`config.mk`:
```
export PLATFORM = sky130hd
export DESIGN_NAME = adder_sum_accum
export DESIGN_NICKNAME = d
export VERILOG_FILES = /design/src/rtl/adder_pkg.sv /design/src/rtl/adder_sum_accum.sv
export SDC_FILE = /design/constraint.sdc
export NUM_CORES = 1
export LEC_CHECK = 0
export CAP_MARGIN = 10
export CORE_MARGIN = 10
export CORE_UTILIZATION = 57
export CTS_CLUSTER_SIZE = 14
export DETAILED_ROUTE_END_ITERATION = 8
export GPL_TIMING_DRIVEN = 0
export PLACE_DENSITY = 0.95
export SLEW_MARGIN = 10
export SYNTH_ARGS = -nofsm -noshare
export SYNTH_HDL_FRONTEND = slang
export SYNTH_SLANG_ARGS = --single-unit
```
`constraint.sdc`:
```
create_clock -name clk -period 5.1 [get_ports clk]
set_input_delay 1.02 -clock clk [delete_from_list [all_inputs] [get_ports clk]]
set_output_delay 1.02 -clock clk [all_outputs]
set_load 0.02 [all_outputs]
```
`src/rtl/adder_pkg.sv`:
```
// Shared types and constants for the adder stage and its downstream consumers.
package adder_pkg;

    // Accumulator control states: gathering sums, or holding a finished batch.
    typedef enum logic {
        ACCUM = 1'b0,
        HOLD  = 1'b1
    } accum_state_t;

    // Width of the adder's sum output (4-bit operands plus carry).
    localparam int SUM_W_DEF = 5;

    // Ceiling log2; clog2(1) is 0.
    function automatic int clog2(input int value);
        int result;
        int v;
        result = 0;
        v      = value - 1;
        while (v > 0) begin
            result = result + 1;
            v      = v >> 1;
        end
        return result;
    endfunction

    // Batch counter width: covers counts 0..15.
    localparam int CNT_W = clog2(16);

endpackage

```
`src/rtl/adder_sum_accum.sv`:
```
// Batch accumulator behind the 4-bit adder: sums COUNT adder results into one
// total, hands it out on valid/ready, and stalls the adder while a batch waits.
module adder_sum_accum
    import adder_pkg::*;
#(
    parameter int SUM_W = SUM_W_DEF,
    parameter int COUNT = 4,
    parameter int ACC_W = 8
) (
    input  logic             clk,
    input  logic             rst_n,
    input  logic             en_in,
    input  logic [SUM_W-1:0] sum_in,
    input  logic             flush,
    input  logic             acc_ready,
    output logic [ACC_W-1:0] acc_out,
    output logic [CNT_W-1:0] acc_cnt,
    output logic             acc_valid,
    output logic             stall,
    output logic             ovf,
    output logic             err
);

    accum_state_t     state, state_nx;
    logic [ACC_W-1:0] acc, acc_nx;
    logic [CNT_W-1:0] cnt, cnt_nx;
    logic [SUM_W-1:0] skid, skid_nx;
    logic             skid_vld, skid_vld_nx;
    logic             ovf_nx, err_nx;
    logic             smp;
    logic [ACC_W:0]   acc_plus;
    logic [ACC_W:0]   seed_both;

    // Wide adds keep the carry-out visible for the sticky overflow flag.
    always_comb begin
        acc_plus  = {1'b0, acc} + (ACC_W+1)'(sum_in);
        seed_both = (ACC_W+1)'(skid) + (ACC_W+1)'(sum_in);
    end

    // Next-state and datapath update for the ACCUM/HOLD controller.
    always_comb begin
        state_nx    = state;
        acc_nx      = acc;
        cnt_nx      = cnt;
        skid_nx     = skid;
        skid_vld_nx = skid_vld;
        ovf_nx      = ovf;
        err_nx      = err;
        unique case (state)
            ACCUM: begin
                if (smp) begin
                    acc_nx = acc_plus[ACC_W-1:0];
                    cnt_nx = cnt + CNT_W'(1);
                    if (acc_plus[ACC_W]) ovf_nx = 1'b1;
                end
                if (cnt_nx == CNT_W'(COUNT)) begin
                    state_nx = HOLD;
                end else if (flush && (cnt != '0 || smp)) begin
                    state_nx = HOLD;
                end
            end
            HOLD: begin
                if (acc_ready) begin
                    // Accepting the batch seeds the next one from whatever
                    // arrived during HOLD: the skid entry and/or a live sample.
                    skid_vld_nx = 1'b0;
                    state_nx    = ACCUM;
                    unique case ({skid_vld, smp})
                        2'b00: begin
                            acc_nx = '0;
                            cnt_nx = '0;
                        end
                        2'b10: begin
                            acc_nx = ACC_W'(skid);
                            cnt_nx = CNT_W'(1);
                        end
                        2'b01: begin
                            acc_nx = ACC_W'(sum_in);
                            cnt_nx = CNT_W'(1);
                        end
                        2'b11: begin
                            acc_nx = seed_both[ACC_W-1:0];
                            cnt_nx = CNT_W'(2);
                            if (seed_both[ACC_W]) ovf_nx = 1'b1;
                            if (COUNT == 2) state_nx = HOLD;
                        end
                        default: ;
                    endcase
                end else if (smp) begin
                    if (!skid_vld) begin
                        skid_nx     = sum_in;
                        skid_vld_nx = 1'b1;
                    end else begin
                        err_nx = 1'b1;
                    end
                end
            end
            default: state_nx = ACCUM;
        endcase
    end

    // State, accumulator, skid and sticky flags; reset discards any partial batch.
    always_ff @(posedge clk or negedge rst_n) begin
        if (!rst_n) begin
            state    <= ACCUM;
            acc      <= '0;
            cnt      <= '0;
            skid     <= '0;
            skid_vld <= 1'b0;
            ovf      <= 1'b0;
            err      <= 1'b0;
            smp      <= 1'b0;
        end else begin
            state    <= state_nx;
            acc      <= acc_nx;
            cnt      <= cnt_nx;
            skid     <= skid_nx;
            skid_vld <= skid_vld_nx;
            ovf      <= ovf_nx;
            err      <= err_nx;
            smp      <= en_in;
        end
    end

    // Batch output and back-pressure follow the state directly.
    always_comb begin
        acc_out   = acc;
        acc_cnt   = cnt;
        acc_valid = (state == HOLD);
        stall     = (state == HOLD);
    end

endmodule

```
Word level (Yosys, flattened, before mapping):

Index checks and enable logic that the tools add are counted.

* register bits: 22
* input bits: 10
* output and inout bits: 16
* logic and storage cells: 55

* bitwise logic cells: 3
* equality and inequality tests: 9
* muxes and demuxes: 21
* add/sub/neg operators: 3
* reductions and logical operators: 11

Operator list (number)
* $pmux W8 S4: 1
* $mux W8: 2
* $pmux W8 S2: 1
* $mux W4: 3
* $pmux W4 S3: 1
* $mux W1: 10
* $add A8 B5 Y9: 1
* $pmux W4 S2: 1
* $reduce_and A4 Y1: 2
* $add A5 B5 Y6: 1
* $ne A2 B2 Y1 const B: 3
* $reduce_and A5 Y1: 1
* $add A4 B1 Y4 const B: 1
* $eq A2 B2 Y1 const B: 2
* $eq A4 B3 Y1 const B: 1
* $ne A2 B1 Y1 const B: 2
* $pmux W1 S2: 2
* $reduce_and A2 Y1: 2
* $reduce_bool A4 Y1: 1
* $not A1 Y1: 3
* $eq A2 B1 Y1 const B: 1
* $logic_not A2 Y1: 1
* $reduce_bool A2 Y1: 1
* $reduce_or A2 Y1: 1
* 2 further kinds: 2

Logic depth before layout (Yosys ltp):

* depth after elaboration: 6
* depth in mapped cells: 8
* mapped depth without buffers: 8

Worst setup path after synthesis:

No wires, ideal clock.

* path type: in2reg
* start: in sum_in[0]
* end: reg acc[2] (netlist: acc_out[2])
* library setup time: 119 ps
* data required time: 4981 ps
* stages on the path: 6
* path buffers: 0
* arrival: 2241 ps
* setup slack: 2740 ps
* cell sequence: ha_1 fa_1 xor2_1 a222oi_1 o221ai_1 o21a_1

* word-level cells in the longest chain between the ends: 4
* elaborated cells between the ends (all ways): 6
* classes of those cells: add/sub (2); mux (4)

RTL lines
* start: declaration: RTL line adder_sum_accum.sv:13 `input logic [SUM_W-1:0] sum_in,`
* $add A5 B5 Y6: RTL line adder_sum_accum.sv:37 `seed_both = (ACC_W+1)'(skid) + (ACC_W+1)'(sum_in);`
* $pmux W8 S4: RTL line adder_sum_accum.sv:68 `unique case ({skid_vld, smp})`
* $mux W8: RTL line adder_sum_accum.sv:63 `if (acc_ready) begin`
* $pmux W8 S2 (*): RTL line adder_sum_accum.sv:49 `unique case (state)`
* end signal: assignment: RTL line adder_sum_accum.sv:115 `acc <= acc_nx;`
* end: declaration: RTL line adder_sum_accum.sv:25 `logic [ACC_W-1:0] acc, acc_nx;`

Every way passes the cells marked *; elsewhere a longest branch is shown, timed or not. The select of a mux whose other input is x is not followed.
A chain may end at the register's enable or synchronous reset.

Final worst setup path:

* start: in sum_in[1]
* end: reg acc[4] (netlist: acc_out[4])

Same word-level chain as after synthesis.

==> metrics <==
status=completed; Worst-path clk slew=130 ps; Worst setup endpoint=acc_out[4]; number of flops mapped to enable cells by yosys=0; critical path class=input port to flop; critical path capture point type=flop; Final Slew Violations=0; initial antenna violation count=0; DRC Markers=0; Total GRT Usage=14.91%; RSZ-0062 raised after global routing=false; Die Ht=71.98 um; final cell count without fillers=213; synth-to-layout area growth=20.39%; startpoint type of the worst setup path=input port; design area=1854 um2; Final ANT Viol Nets=0; Mapped Area=1540 um2; hpwl dp=2.961 mm; post-route setup TNS=0 ps; slew margin rel.=30.90%; Worst EP arrival=3120 ps; CTS Buffer Depth=2; Worst Skew=10.41 ps; WP data required=5340 ps; fin worst setup slack=2226 ps; Cell Count Post-Placement=209; Max VDD drop=0.3947 mV; DP Area=1818 um2; smallest hold slack=490.8 ps; Leak=0.8143 nW; pre-CTS WS=1993 ps; commonest non-fill, non-tap cell in the layout=clkdlybuf4s50_1; GR Overflow Total=0; met1 Usage GRT=17.55%; H-tree depth=1; Post-CTS Resized=0; reg-to-reg startpoint=skid[0]; first-pass GRT wire length=6.382 mm; sequential area share after synthesis=35.74%; Worst R2R End=acc_out[2]; antenna diode count=0; Avg WL per Cell=18.35 um; die width=71.98 um; Layout Nets=212; Power Density=615.3 nW/um2; number of iterations in the first detailed-routing pass=5; TritonCTS buffer count=3; Synth Warn #=0; vias per inst=6.474; CTS tree=built; core footprint=2522 um2; clk_lat worst skew=320 ps; Max Clk Rate=348.0 MHz; DR vias=1379; Worst R2R Path Depth=6; GRT busiest layer=met2; share of layout cells above drive strength 1=9.290%; worst min-delay path class=flop to flop; Starting Density=61.06%; R2R setup slack=3070 ps; Synth Register Bits=22; vias in the first global route=1364; number of distinct library cells after synthesis=45; die area=5181 um2; fin crit share=56.35%; largest net degree at the start of global routing=23; PortBufs=24; total I/O pin count=26; fin util=73.51%; Worst-Margin Slew=1033 ps; Final Hold Viols=0; MaxCap Viol Count=0; Syn Nets=183; met2 usage in global routing=24.90%; clock root cell=clkbuf_4; Final Setup Violations=0; post-route minimum period=2874 ps; RD Place Congestion=0.8424; Design Power=1.141 mW; crit-path max FO=6; DR iter-0 viols=76; Fillers=177; CTS Hold Bufs=0; floorplan row count=18; Main synth FF type=dfrtp_1; setup repair bufs after CTS=0; Post-Syn Instances=155; average size of a mapped cell=9.937 um2; Synth async-reset ratio=100.0%; leading cell types in the layout, fill and taps excluded=clkdlybuf4s50_1 (24), dfrtp_1 (22), ha_1 (16); met3 GRT Util=3.537%; clock sinks=22; CP startpoint=sum_in[1]; overall routed net length=3.909 mm
==> where the power goes <==
part	switching [mW]	internal, mW
Sequential	0.0895	0.247
Clock	0.0565	0.0436
Combinational	0.380	0.324
Total	0.526	0.615
==> worst min-delay path by stage <==
stage                 start  cells past startpoint  endpoint  slack, ps
floorplan           skid[2]                      1   skid[2]        510
global placement        ovf                      1       ovf        460
detailed placement      ovf                      1       ovf        470
CTS                     ovf                      1       ovf        500
global route            ovf                      1       ovf        530
finish                  ovf                      1       ovf        490
==> cell type report <==
| class | count | area, um2 | share of cell area [%] |
|---|---|---|---|
| Buffer | 5 | 28.78 | 1.552 |
| Multi-Input combinational cell | 121 | 934.6 | 50.40 |
| Inverter | 7 | 26.28 | 1.417 |
| Timing Repair Buffer | 24 | 240.2 | 12.96 |
| Tap cell | 30 | 37.54 | 2.024 |
| Clock buffer | 4 | 36.28 | 1.957 |
| Sequential cell | 22 | 550.5 | 29.69 |
==> metal layers <==
layer  share of wire, %  routed length [um]
met4                2.9                 112
met3                8.2                 321
met5                  0                   0
met2                 50                1943
met1                 39                1531
==> synth_stat cells (all sizes together), types with 2 or more instances <==
cell type / number / area, um2
o22ai: 3 / 25.02
nor2: 12 / 45.04
ha: 16 / 200.2
o211ai: 3 / 22.52
a222oi: 3 / 30.03
nand3: 2 / 10.01
nand4: 2 / 12.51
o21a: 3 / 22.52
dfrtp: 22 / 550.5
fa: 2 / 40.04
nor3: 3 / 26.28
buf: 5 / 28.77
o21bai: 3 / 22.52
inv: 7 / 26.28
o21ai: 10 / 50.04
nor3b: 2 / 15.01
a211oi: 4 / 30.03
a22oi: 2 / 15.01
nand2: 6 / 22.52
nand2b: 3 / 18.77
xor2: 7 / 61.31
a21oi: 10 / 50.05
mux2i: 2 / 20.02
mux2: 5 / 56.30
a21o: 3 / 22.52
==> critical path: stages <==
cell,delay [ps]
clkdlybuf4s50_1,640
inv_1,110
fa_1,490
nor2b_1,170
o21ai_0,120
a211oi_1,320
o22ai_1,150
o21ai_0,100
==> kinds of logic after synthesis <==
| kind of cell | Yosys count | synth area share (%) |
|---|---|---|
| fa+ha+maj | 18 | 15.60 |
| compound gates | 51 | 22.66 |
| simple gates | 37 | 12.92 |
| flops | 22 | 35.74 |
| mux | 7 | 4.955 |
| buf+inv | 12 | 3.574 |
| xor+xnor | 8 | 4.549 |
==> state kept, by name, indices dropped and copies added, names as in the netlist <==
| name | flops |
|---|---|
| acc_cnt | 4 |
| acc_out | 8 |
| acc_valid | 1 |
| err | 1 |
| ovf | 1 |
| skid | 5 |
| skid_vld | 1 |
| smp | 1 |
Power figures use the tool's default switching activity.
